File: config.mk
export PLATFORM = sky130hd
export DESIGN_NAME = car_motion_ctrl
export DESIGN_NICKNAME = d
export VERILOG_FILES = /design/src/rtl/car_motion_ctrl.sv
export SDC_FILE = /design/constraint.sdc
export NUM_CORES = 1
export LEC_CHECK = 0
export CAP_MARGIN = 40
export CORE_AREA = 4 4 100 102
export CTS_CLUSTER_DIAMETER = 150
export CTS_CLUSTER_SIZE = 25
export DETAILED_ROUTE_END_ITERATION = 12
export DIE_AREA = 0 0 104 106
export PLACE_DENSITY = 0.65
export SKIP_CTS_REPAIR_TIMING = 1
export SYNTH_ARGS = -nofsm -noshare
export SYNTH_HDL_FRONTEND = slang
export SYNTH_SLANG_ARGS = --single-unit
File: constraint.sdc
create_clock -name clk -period 4.8 [get_ports clk]
set_input_delay 0.96 -clock clk [delete_from_list [all_inputs] [get_ports clk]]
set_output_delay 0.96 -clock clk [all_outputs]
set_load 0.01 [all_outputs]
File: src/rtl/car_motion_ctrl.sv
// Car sprite motion: debounced direction buttons to a clamped sprite position.
// Taps step once, held buttons auto-repeat, and moves land only on frame ticks.
module car_motion_ctrl #(
  parameter int H_RES         = 640,
  parameter int V_RES         = 480,
  parameter int CAR_W         = 32,
  parameter int CAR_H         = 16,
  parameter int STEP          = 4,
  parameter int REPEAT_DELAY  = 20,
  parameter int REPEAT_PERIOD = 2,
  parameter int X_INIT        = 304,
  parameter int Y_INIT        = 232
) (
  input  logic                       clk,
  input  logic                       rst,
  input  logic                       btn_up,
  input  logic                       btn_down,
  input  logic                       btn_left,
  input  logic                       btn_right,
  input  logic                       frame_tick,
  output logic [$clog2(H_RES)-1:0]   car_x,
  output logic [$clog2(V_RES)-1:0]   car_y,
  output logic                       moved
);

  localparam int XW    = $clog2(H_RES);
  localparam int YW    = $clog2(V_RES);
  localparam int X_MAX = H_RES - CAR_W;
  localparam int Y_MAX = V_RES - CAR_H;
  localparam int CMAX  = (REPEAT_DELAY > REPEAT_PERIOD) ?
                         REPEAT_DELAY : REPEAT_PERIOD;
  localparam int CW    = (CMAX > 1) ? $clog2(CMAX) : 1;

  localparam logic [CW-1:0] DLY1 = CW'(REPEAT_DELAY - 1);
  localparam logic [CW-1:0] PER1 = CW'(REPEAT_PERIOD - 1);

  localparam logic [XW:0] STEP_X = (XW+1)'(STEP);
  localparam logic [YW:0] STEP_Y = (YW+1)'(STEP);
  localparam logic [XW:0] XMAX_E = (XW+1)'(X_MAX);
  localparam logic [YW:0] YMAX_E = (YW+1)'(Y_MAX);

  typedef enum logic [1:0] {
    IDLE,
    HOLD,
    REPEAT
  } state_t;

  // bit order: 0 up, 1 down, 2 left, 3 right
  logic [3:0]    btn;
  logic [3:0]    prev;
  logic [3:0]    rise;
  logic [3:0]    live;
  logic [3:0]    req;
  logic [3:0]    pend;
  logic [3:0]    eff;
  state_t        st  [4];
  logic [CW-1:0] cnt [4];

  assign btn = {btn_right, btn_left, btn_down, btn_up};

  always_comb begin
    rise = btn & ~prev;
    live = '0;
    for (int i = 0; i < 4; i++) begin
      live[i] = (st[i] != IDLE) && btn[i] &&
                frame_tick && (cnt[i] == '0);
    end
    req = rise | live;
    eff = pend | req;
  end

  always_ff @(posedge clk) begin
    if (rst) begin
      prev <= '0;
      pend <= '0;
      for (int i = 0; i < 4; i++) begin
        st[i]  <= IDLE;
        cnt[i] <= '0;
      end
    end else begin
      prev <= btn;
      pend <= frame_tick ? '0 : (pend | req);
      for (int i = 0; i < 4; i++) begin
        unique case (st[i])
          IDLE: begin
            if (rise[i]) begin
              st[i]  <= HOLD;
              cnt[i] <= DLY1;
            end
          end
          HOLD, REPEAT: begin
            // release wins over a coincident tick
            if (!btn[i]) begin
              st[i]  <= IDLE;
              cnt[i] <= '0;
            end else if (frame_tick) begin
              if (cnt[i] == '0) begin
                st[i]  <= REPEAT;
                cnt[i] <= PER1;
              end else begin
                cnt[i] <= cnt[i] - 1'b1;
              end
            end
          end
          default: begin
            st[i]  <= IDLE;
            cnt[i] <= '0;
          end
        endcase
      end
    end
  end

  logic [XW:0]   xe, xl, xr;
  logic [YW:0]   ye, yu, yd;
  logic [XW-1:0] nx;
  logic [YW-1:0] ny;

  always_comb begin
    xe = {1'b0, car_x};
    ye = {1'b0, car_y};
    xl = xe - STEP_X;
    xr = xe + STEP_X;
    yu = ye - STEP_Y;
    yd = ye + STEP_Y;
    nx = car_x;
    ny = car_y;
    if (eff[2] && !eff[3]) begin
      nx = (xe < STEP_X) ? '0 : xl[XW-1:0];
    end else if (eff[3] && !eff[2]) begin
      nx = (xr > XMAX_E) ? XMAX_E[XW-1:0] : xr[XW-1:0];
    end
    if (eff[0] && !eff[1]) begin
      ny = (ye < STEP_Y) ? '0 : yu[YW-1:0];
    end else if (eff[1] && !eff[0]) begin
      ny = (yd > YMAX_E) ? YMAX_E[YW-1:0] : yd[YW-1:0];
    end
  end

  always_ff @(posedge clk) begin
    if (rst) begin
      car_x <= XW'(X_INIT);
      car_y <= YW'(Y_INIT);
      moved <= 1'b0;
    end else if (frame_tick) begin
      car_x <= nx;
      car_y <= ny;
      moved <= (nx != car_x) || (ny != car_y);
    end else begin
      moved <= 1'b0;
    end
  end

endmodule

==> results of run 1 <==
[power by group through the flow]
| stage | clock network, mW | logic, mW | registers [mW] |
|---|---|---|---|
| finish | 0.259 | 0.577 | 0.702 |
| global route | 0.290 | 0.662 | 0.714 |
| detailed placement | 0 | 0.575 | 0.713 |
| global placement | 0 | 0.565 | 0.708 |
| floorplan | 0 | 0.474 | 0.675 |
| CTS | 0.270 | 0.579 | 0.701 |
[logic make-up after synthesis]
kind of cell | Yosys count | synth area share [%]
mux | 4 | 1.02
buf+inv | 59 | 5.76
compound gates | 128 | 21.7
flops | 56 | 33.5
fa+ha+maj | 21 | 6.27
xor+xnor | 13 | 2.72
simple gates | 222 | 29.1
[routing by layer]
metal / global-route usage, % / wire (um)
met1: 23.5 / 4660
met2: 28.8 / 4350
met3: 2.49 / 360
met4: 3.70 / 54
met5: 0 / 0
[placed cells by master, fill, tap and decap left out, types with 3 or more instances in the layout]
cell type	n
o32ai_1	3
o21a_1	5
nor4_1	4
nor4b_4	3
o211ai_1	4
and2_1	7
ha_1	21
nand2_1	52
clkbuf_8	5
nor3_1	22
edfxtp_1	28
a221o_1	3
o21ai_1	4
a211oi_1	5
dfxtp_1	28
inv_1	30
nand3b_1	6
nor2_1	52
clkdlybuf4s50_1	26
buf_4	3
and3_1	7
nand3_1	12
nor4b_1	7
nand4_1	5
nand2b_1	14
o21ai_0	23
xnor2_1	12
a21o_1	7
a21oi_1	37
a31oi_1	3
nor2b_1	10
and3b_1	4
o22ai_1	3
[sequential cells by signal, summed over array words and instances, names as in the netlist]
register	count
pend	4
car_y	9
moved	1
cnt	20
st	8
prev	4
car_x	10
[area by class of cell]
class                      instances  area share, %
tap                              111           3.04
inverter                          30           2.47
clock buffer                       6           1.59
sequential                        56           30.7
clock inverter                     2          0.247
multi-input combinational        388           55.8
timing repair buffer              29           6.19
[worst register-to-register path, cell delays in order (launching register included)]
cell,delay [ns]
dfxtp_1,0.61
ha_1,0.52
a21o_1,0.16
a21oi_1,0.07
o311ai_1,0.46
mux2i_1,0.80
and4_1,0.29
a221oi_1,0.06
o32ai_1,0.16
[final timing paths]
check             end  slack (ns)  cells past startpoint        from
min          car_x[0]        0.49                      1    car_x[0]
max reg2reg  car_x[7]        1.61                      8    car_x[3]
min reg2reg  car_x[0]        0.49                      1    car_x[0]
max             moved        1.34                      8  frame_tick
[stage by stage]
step	hold slack, ns	power (mW)
floorplan	0.468	1.15
global placement	0.466	1.27
detailed placement	0.476	1.29
CTS	0.499	1.55
global route	0.514	1.67
finish	0.494	1.54
[cells in the mapped netlist, types with 12 or more instances]
master	instances
o21ai_0	23
clkbuf_1	16
edfxtp_1	28
nand2_1	52
nand2b_1	14
dfxtp_1	28
inv_1	30
nor2_1	52
xnor2_1	12
nor3_1	22
a21oi_1	37
nand3_1	12
ha_1	21
==> results.cfg, run 1 <==
[run_status]
outcome = complete, no violations

[critical_path]
max_stage_delay_ns = 0.75
crit_arrival_ns = 3.64
critPathMaxFanout = 18
cp-end-kind = flip-flop
crit_family = compound AO/OA/AOI/OAI gates
worst-path-buf-inv = 1
worstPathCellList = clkdlybuf4s50_1 > and3b_1 > a211o_1 > nand2_1 > o32ai_2 > a2111oi_4 > o311a_1 > a41oi_2
cp.required_ns = 4.99
cp-start-kind = input pin
crit_type = in2reg
cp_slowest_cell = clkdlybuf4s50_1

[timing]
slew_headroom_pct = 39.0
setup_viol = 0
finalMaxSlewViolations = 0
hold_violations = 0
finalWorstSetupSlack_ns = 1.34
finClkSkew_ns = 0.00664
fin_crit_sh_pct = 72.0
final.setup.tns_ns = 0
rsz0062_at_grt = false
fmax_mhz = 289
fin_crit_ns = 3.46
worstMarginPinSlew_ns = 0.889

[clocking]
clockBufferDepth = 2
path_clk_slew_ns = 0.10
numCtsBuffers = 5
cts_max_level = 2
cts_sinks = 56
clock_latency_ns = 0.31
cts_tree = done
clockRootBuffer = clkbuf_8

[floorplan]
fp.dieW_um = 104
initial_core_util_pct = 46.0
rows = 35
ios = 27
core_area_um2 = 9110
dieArea_um2 = 11000
die_y_um = 106

[place]
post_dp_cell_area_um2 = 4480
io_buffers = 26
gp_congestion = 0.863
dp_slack_ns = 1.08
dp.cells = 614
dp_hpwl_mm = 6.82

[synthesis]
synth_enable_flop_cells = 28
yosys.area.top_type = edfxtp_1
synth_top_cell_area_share_pct = 20.1
postSynth.asyncResetShare_pct = 0
syn_avg_cell_area_um2 = 8.33
syn_area_um2 = 4190
synth_ff_type = edfxtp_1
synth_nets = 531
yosys-top-cells-area = edfxtp_1 20%, dfxtp_1 13%, ha_1 6.3%
synth_seq_cells = 56
synth_warnings = 0
yosysUniqueCellTypes = 74
ys_seq_area_share_pct = 33.5
postSynthCellCount = 503

[cells_and_area]
area_growth_pct = 8.99
n_antenna_cell = 0
multiInputGateArea_um2 = 2550
fillers = 852
nets = 538
final_cells = 622
regArea_um2 = 1400
drive_gt1_share_pct = 6.07
postLayoutCellArea_um2 = 4570
final_util_pct = 50.1

[detailed_routing]
drc_errors = 0
viasPerCell = 5.85
via_count = 3636
drt-pass1-iter-count = 4
drt-initial-drc-count = 192
route.detailed.wl_per_inst_um = 15.2
drt_wl_total_mm = 9.43
postRouteAntennaNets = 0

[global_routing]
grt_pass1_wl_mm = 16.2
grt.overflow.total = 0
grt_max_degree = 38
grtUsageTotal_pct = 17.1
grt_pass1_vias = 3471
antenna_found_initial = 0

[pwr]
p_comb_share_pct = 37.5
power.density_nw_per_um2 = 337
sw_frac_of_total_pct = 37.0
p_int_uw = 970
p_leak_nw = 1.72
seqPwrFrac_pct = 45.6
peakVddDrop_mv = 0.167
pwr-share-clk_pct = 16.8
p_sw_uw = 568

[job]
timing.max_cap.violations = 0

[min_path]
hold_class = reg2reg
No activity file was read; power rests on OpenSTA's default activity.
==> run 2: changes to the inputs <==
--- a/config.mk
+++ b/config.mk
@@ -11,7 +11,7 @@
 export CTS_CLUSTER_SIZE = 25
 export DETAILED_ROUTE_END_ITERATION = 12
 export DIE_AREA = 0 0 104 106
-export PLACE_DENSITY = 0.65
+export PLACE_DENSITY = 0.68
 export SKIP_CTS_REPAIR_TIMING = 1
 export SYNTH_ARGS = -nofsm -noshare
 export SYNTH_HDL_FRONTEND = slang
==> constraint.sdc (replaced) <==
create_clock -name clk -period 2.84 [get_ports clk]
set_input_delay 0.568 -clock clk [delete_from_list [all_inputs] [get_ports clk]]
set_output_delay 0.568 -clock clk [all_outputs]
set_load 0.01 [all_outputs]
==> run 2 against run 1 <==
Effect of this change: setup slack worse by 1.0 ns; non-clock buffer count up 29; combinational power up 85%; utilization up 2.8 points; highest routed layer unchanged; first-iteration DRC count up 26%; sequential share of layout area down 1.6 points; total power up 75%; register-to-register slack worse by 1.3 ns; largest power group unchanged; critical path type unchanged.
==> results.cfg, run 2 (synthesis results as in run 1) <==
[run_status]
outcome = complete, no violations

[place]
gp_congestion = 0.946
dp_hpwl_mm = 7.27
dp_slack_ns = 0.00189
io_buffers = 26

[detailed_routing]
via_count = 3833
drt-pass1-iter-count = 5
drt-initial-drc-count = 241
drt_wl_total_mm = 9.77
postRouteAntennaNets = 0
route.detailed.wl_per_inst_um = 15.0
drc_errors = 0
viasPerCell = 5.89

[cells_and_area]
drive_gt1_share_pct = 11.7
fillers = 863
regArea_um2 = 1400
largest_register_ffs = 20
n_antenna_cell = 0
top_register = cnt
multiInputGateArea_um2 = 2550
nets = 567
largestRegisters = cnt (20), car_x (10), car_y (9)
layout_common_cells = 52 x nand2_1, 52 x nor2_1, 37 x a21oi_1
area_growth_pct = 15.1

[timing]
finalWorstSetupSlack_ns = 0.315
hold_violations = 0
finalMaxSlewViolations = 0
rsz0062_at_grt = false
setup_viol = 0
fmax_mhz = 396
finClkSkew_ns = 0.00951
worstMarginPinSlew_ns = 0.624
slew_headroom_pct = 58.1
fin_crit_sh_pct = 88.9
fin_crit_ns = 2.53
final.setup.tns_ns = 0

[critical_path]
cp.required_ns = 3.02
worstPathCellList = clkdlybuf4s50_1 > buf_12 > and3b_1 > a211oi_1 > nand2b_1 > o32ai_2 > nand3b_1 > o221a_2 > a41oi_2
crit_type = in2reg
crit_end = moved
crit_family = compound AO/OA/AOI/OAI gates
max_stage_delay_ns = 0.44
rr_worst_depth = 8
r2r-start = car_y[2]
timing.reg2reg.setup_slack_ns = 0.35
cp-start-kind = input pin
crit_arrival_ns = 2.71
worst-path-buf-inv = 2
startpoint = frame_tick
cp_slowest_cell = clkdlybuf4s50_1
critPathMaxFanout = 16
reg2reg_to = moved
cp-end-kind = flip-flop
path_depth = 9

[global_routing]
grt_max_degree = 30
grtUsageTotal_pct = 18.0
grt_pass1_vias = 3630
antenna_found_initial = 0
grt.overflow.total = 0
grt_pass1_wl_mm = 16.9

[clocking]
numCtsBuffers = 5
cts_max_level = 2
clockRootBuffer = clkbuf_8
cts_sinks = 56
clockBufferDepth = 2
path_clk_slew_ns = 0.10
cts_tree = done
clock_latency_ns = 0.31

[pwr]
p_leak_nw = 1.89
p_sw_uw = 969
sw_frac_of_total_pct = 36.1
power.density_nw_per_um2 = 557
pwr-share-clk_pct = 16.8
seqPwrFrac_pct = 43.3
p_int_mw = 1.72
p_comb_share_pct = 39.9
peakVddDrop_mv = 0.224

[floorplan]
dieArea_um2 = 11000
ios = 27
initial_core_util_pct = 46.0
fp.dieW_um = 104
core_area_um2 = 9110
die_y_um = 106
rows = 35

[min_path]
hold_class = reg2reg

[job]
timing.max_cap.violations = 0
==> run 2: area by class of cell <==
class | count | area share [%]
Clock buffer | 6 | 1.71
Clock inverter | 2 | 0.208
Inverter | 30 | 2.33
Multi-Input combinational cell | 388 | 52.9
Sequential cell | 56 | 29.1
Tap cell | 111 | 2.88
Timing Repair Buffer | 58 | 10.9
==> run 2: worst register-to-register path, stage by stage, from the launching register on <==
cell	delay, ns
dfxtp_1	0.40
inv_1	0.17
ha_1	0.26
nor4b_1	0.33
nor4b_1	0.35
o32ai_2	0.18
a2111oi_4	0.35
o311a_1	0.22
a41oi_2	0.10
==> run 2: how the worst min path moves through the flow <==
stage          startpoint       end  slack [ns]  depth (start not counted)
3_3_place_gp      pend[3]   pend[3]        0.48                          2
2_1_floorplan     pend[3]   pend[3]        0.47                          2
4_1_cts          car_x[0]  car_x[0]        0.50                          1
6_report         car_x[0]  car_x[0]        0.50                          1
3_5_place_dp     car_x[0]  car_x[0]        0.47                          1
5_1_grt          car_x[0]  car_x[0]        0.52                          1
==> run 2: power groups by stage <==
| stage | combinational (mW) | clock, mW | sequential [mW] |
|---|---|---|---|
| after floorplan | 0.801 | 0 | 1.14 |
| after global placement | 1.04 | 0 | 1.17 |
| after detailed placement | 1.06 | 0 | 1.18 |
| after CTS | 1.07 | 0.470 | 1.16 |
| after global routing | 1.20 | 0.494 | 1.19 |
| final | 1.07 | 0.451 | 1.16 |
==> run 2: per-stage QoR <==
step,hold slack [ns],utilization [%],power [mW],std cells,cell area [um2]
floorplan,0.468,-,1.94,503,4190
global placement,0.477,51.9,2.21,643,4720
detailed placement,0.474,51.9,2.24,643,4720
CTS,0.502,52.9,2.70,651,4820
global route,0.516,53.0,2.88,651,4820
finish,0.500,53.0,2.68,651,4820
==> run 2: metal layers <==
layer	part of all wire (%)	global-route usage, %
met1	47	24.9
met2	45	29.3
met3	5.4	2.00
met4	2.3	5.79
met5	0	0
==> run 3: changes to the inputs <==
--- a/config.mk
+++ b/config.mk
@@ -6,12 +6,14 @@
 export NUM_CORES = 1
 export LEC_CHECK = 0
 export CAP_MARGIN = 40
-export CORE_AREA = 4 4 100 102
+export CELL_PAD_IN_SITES_DETAIL_PLACEMENT = 1
+export CELL_PAD_IN_SITES_GLOBAL_PLACEMENT = 2
+export CORE_AREA = 4 4 108 110
 export CTS_CLUSTER_DIAMETER = 150
 export CTS_CLUSTER_SIZE = 25
 export DETAILED_ROUTE_END_ITERATION = 12
-export DIE_AREA = 0 0 104 106
-export PLACE_DENSITY = 0.68
+export DIE_AREA = 0 0 112 114
+export PLACE_DENSITY = 0.86
 export SKIP_CTS_REPAIR_TIMING = 1
 export SYNTH_ARGS = -nofsm -noshare
 export SYNTH_HDL_FRONTEND = slang
==> constraint.sdc (replaced) <==
create_clock -name clk -period 3 [get_ports clk]
set_input_delay 0.6 -clock clk [delete_from_list [all_inputs] [get_ports clk]]
set_output_delay 0.6 -clock clk [all_outputs]
set_load 0.01 [all_outputs]
==> run 3 against run 2 <==
Effect of this change: worst hold slack got worse by 0.0050 ns; clock-buffer cell count is the same; final cell count is 3.7% higher; largest power group unchanged.
==> results.cfg, run 3 (synthesis results as in run 1) <==
[run_status]
outcome = complete, no violations

[place]
io_buffers = 26
dp_hpwl_mm = 8.79
gp_congestion = 0.881

[detailed_routing]
viasPerCell = 5.66
drt-pass1-iter-count = 4
postRouteAntennaNets = 0
via_count = 3823
route.detailed.wl_per_inst_um = 17.2
drt_wl_total_mm = 11.6
drc_errors = 0
drt-initial-drc-count = 203

[cells_and_area]
drive_gt1_share_pct = 10.5
layout_common_cells = 52 x nand2_1, 52 x nor2_1, 37 x a21oi_1
final_util_pct = 45.0
nets = 562
largestRegisters = cnt (20), car_x (10), car_y (9)
n_antenna_cell = 0
area_growth_pct = 15.0
top_register = cnt
largest_register_ffs = 20

[job]
timing.max_cap.violations = 0

[pwr]
p_int_mw = 1.67
sw_frac_of_total_pct = 36.6
p_leak_nw = 1.86
seqPwrFrac_pct = 42.0
p_comb_share_pct = 38.9
power_mw = 2.64
p_sw_uw = 966
pwr-share-clk_pct = 19.1
peakVddDrop_mv = 0.222
power.density_nw_per_um2 = 548

[floorplan]
die_y_um = 114
rows = 38
fp.dieW_um = 112
initial_core_util_pct = 39.2
dieArea_um2 = 12800
core_area_um2 = 10700
ios = 27

[clocking]
path_clk_slew_ns = 0.10
cts_max_level = 2
clock_latency_ns = 0.31
cts_tree = done
clockBufferDepth = 2
cts_sinks = 56
clockRootBuffer = clkbuf_8
numCtsBuffers = 5

[critical_path]
r2r-start = cnt[3][0]
max_stage_delay_ns = 0.41
crit_type = in2reg
worstPathCellList = clkdlybuf4s50_1 > buf_4 > and3b_1 > a211oi_1 > nand2b_1 > buf_4 > or2_1 > o311a_1 > a41oi_2
crit_family = compound AO/OA/AOI/OAI gates
cp-end-kind = flip-flop
worst-path-buf-inv = 3
crit_top_cell = buf_4
cp.required_ns = 3.25
cp-start-kind = input pin
critPathMaxFanout = 10
startpoint = frame_tick
cp_slowest_cell = clkdlybuf4s50_1
crit_arrival_ns = 2.88

[timing]
fin_crit_ns = 2.64
final.setup.tns_ns = 0
finClkSkew_ns = 0.00593
rsz0062_at_grt = false
fmax_mhz = 379
slew_headroom_pct = 56.0
setup_viol = 0
worstMarginPinSlew_ns = 0.654
hold_violations = 0
fin_crit_sh_pct = 87.9
finalMaxSlewViolations = 0

[global_routing]
grtUsageTotal_pct = 18.5
grt_max_degree = 36
antenna_found_initial = 0
grt_pass1_vias = 3940
grt_pass1_wl_mm = 19.7
grt.overflow.total = 0

[min_path]
hold_class = reg2reg
worstHoldStart = car_x[0]
run 3: changes by cell type in the layout (fill, tap and decap cells not counted):
cell       before  now
clkbuf_1        0    1
nor4b_2         1    0
nor4b_1         6    7
buf_12          2    1
clkbuf_8        6    5
buf_4          30   26
bufinv_16       0    1
clkinv_2        2    1
run 3: per-layer routing:
| metal | vias up | GRT usage [%] | wire [um] |
|---|---|---|---|
| met1 | 1859 | 24.6 | 5550 |
| li1 | 1884 | - | - |
| met4 | 0 | 5.13 | 190 |
| met2 | 67 | 32.1 | 5550 |
| met3 | 13 | 2.23 | 354 |
| met5 | - | 0 | 0 |
run 3: worst register-to-register path: stages, from the launching register on:
cell and delay (ns):
edfxtp_1 0.40, inv_1 0.11, ha_1 0.19, nor4b_1 0.49
a211o_1 0.28, nand2b_1 0.23, o22ai_2 0.13, a2111oi_4 0.32
o311a_1 0.23, a41oi_2 0.10
run 3: power groups by stage:
stage / clock [mW] / combinational, mW / sequential [mW]
finish: 0.504 / 1.03 / 1.11
floorplan: 0 / 0.758 / 1.08
detailed placement: 0 / 1.02 / 1.13
CTS: 0.527 / 1.03 / 1.11
global route: 0.550 / 1.15 / 1.13
global placement: 0 / 0.996 / 1.11
run 3: per-stage QoR:
step | worst slack [ns] | hold slack, ns | instances | area [um2]
after floorplan | 0.623 | 0.468 | 503 | 4190
after global placement | 0.117 | 0.472 | 667 | 4710
after detailed placement | 0.0258 | 0.475 | 667 | 4710
after CTS | 0.370 | 0.501 | 675 | 4820
after global routing | 0.101 | 0.527 | 675 | 4820
final | 0.363 | 0.495 | 675 | 4820
run 3: path summary, 6_finish.rpt:
check	slack, ns	depth (start not counted)	to
min	0.50	1	car_x[0]
max reg2reg	0.38	9	moved
min reg2reg	0.50	1	car_x[0]
max	0.36	9	moved
run 3: final cells by class:
| class | count | area (um2) |
|---|---|---|
| Fill cell | 1315 | 5880 |
| Multi-Input combinational cell | 388 | 2550 |
| Sequential cell | 56 | 1400 |
| Timing Repair Buffer | 53 | 475 |
| Tap cell | 140 | 175 |
| Inverter | 30 | 113 |
| Clock buffer | 6 | 72.6 |
| Clock inverter | 2 | 35.0 |
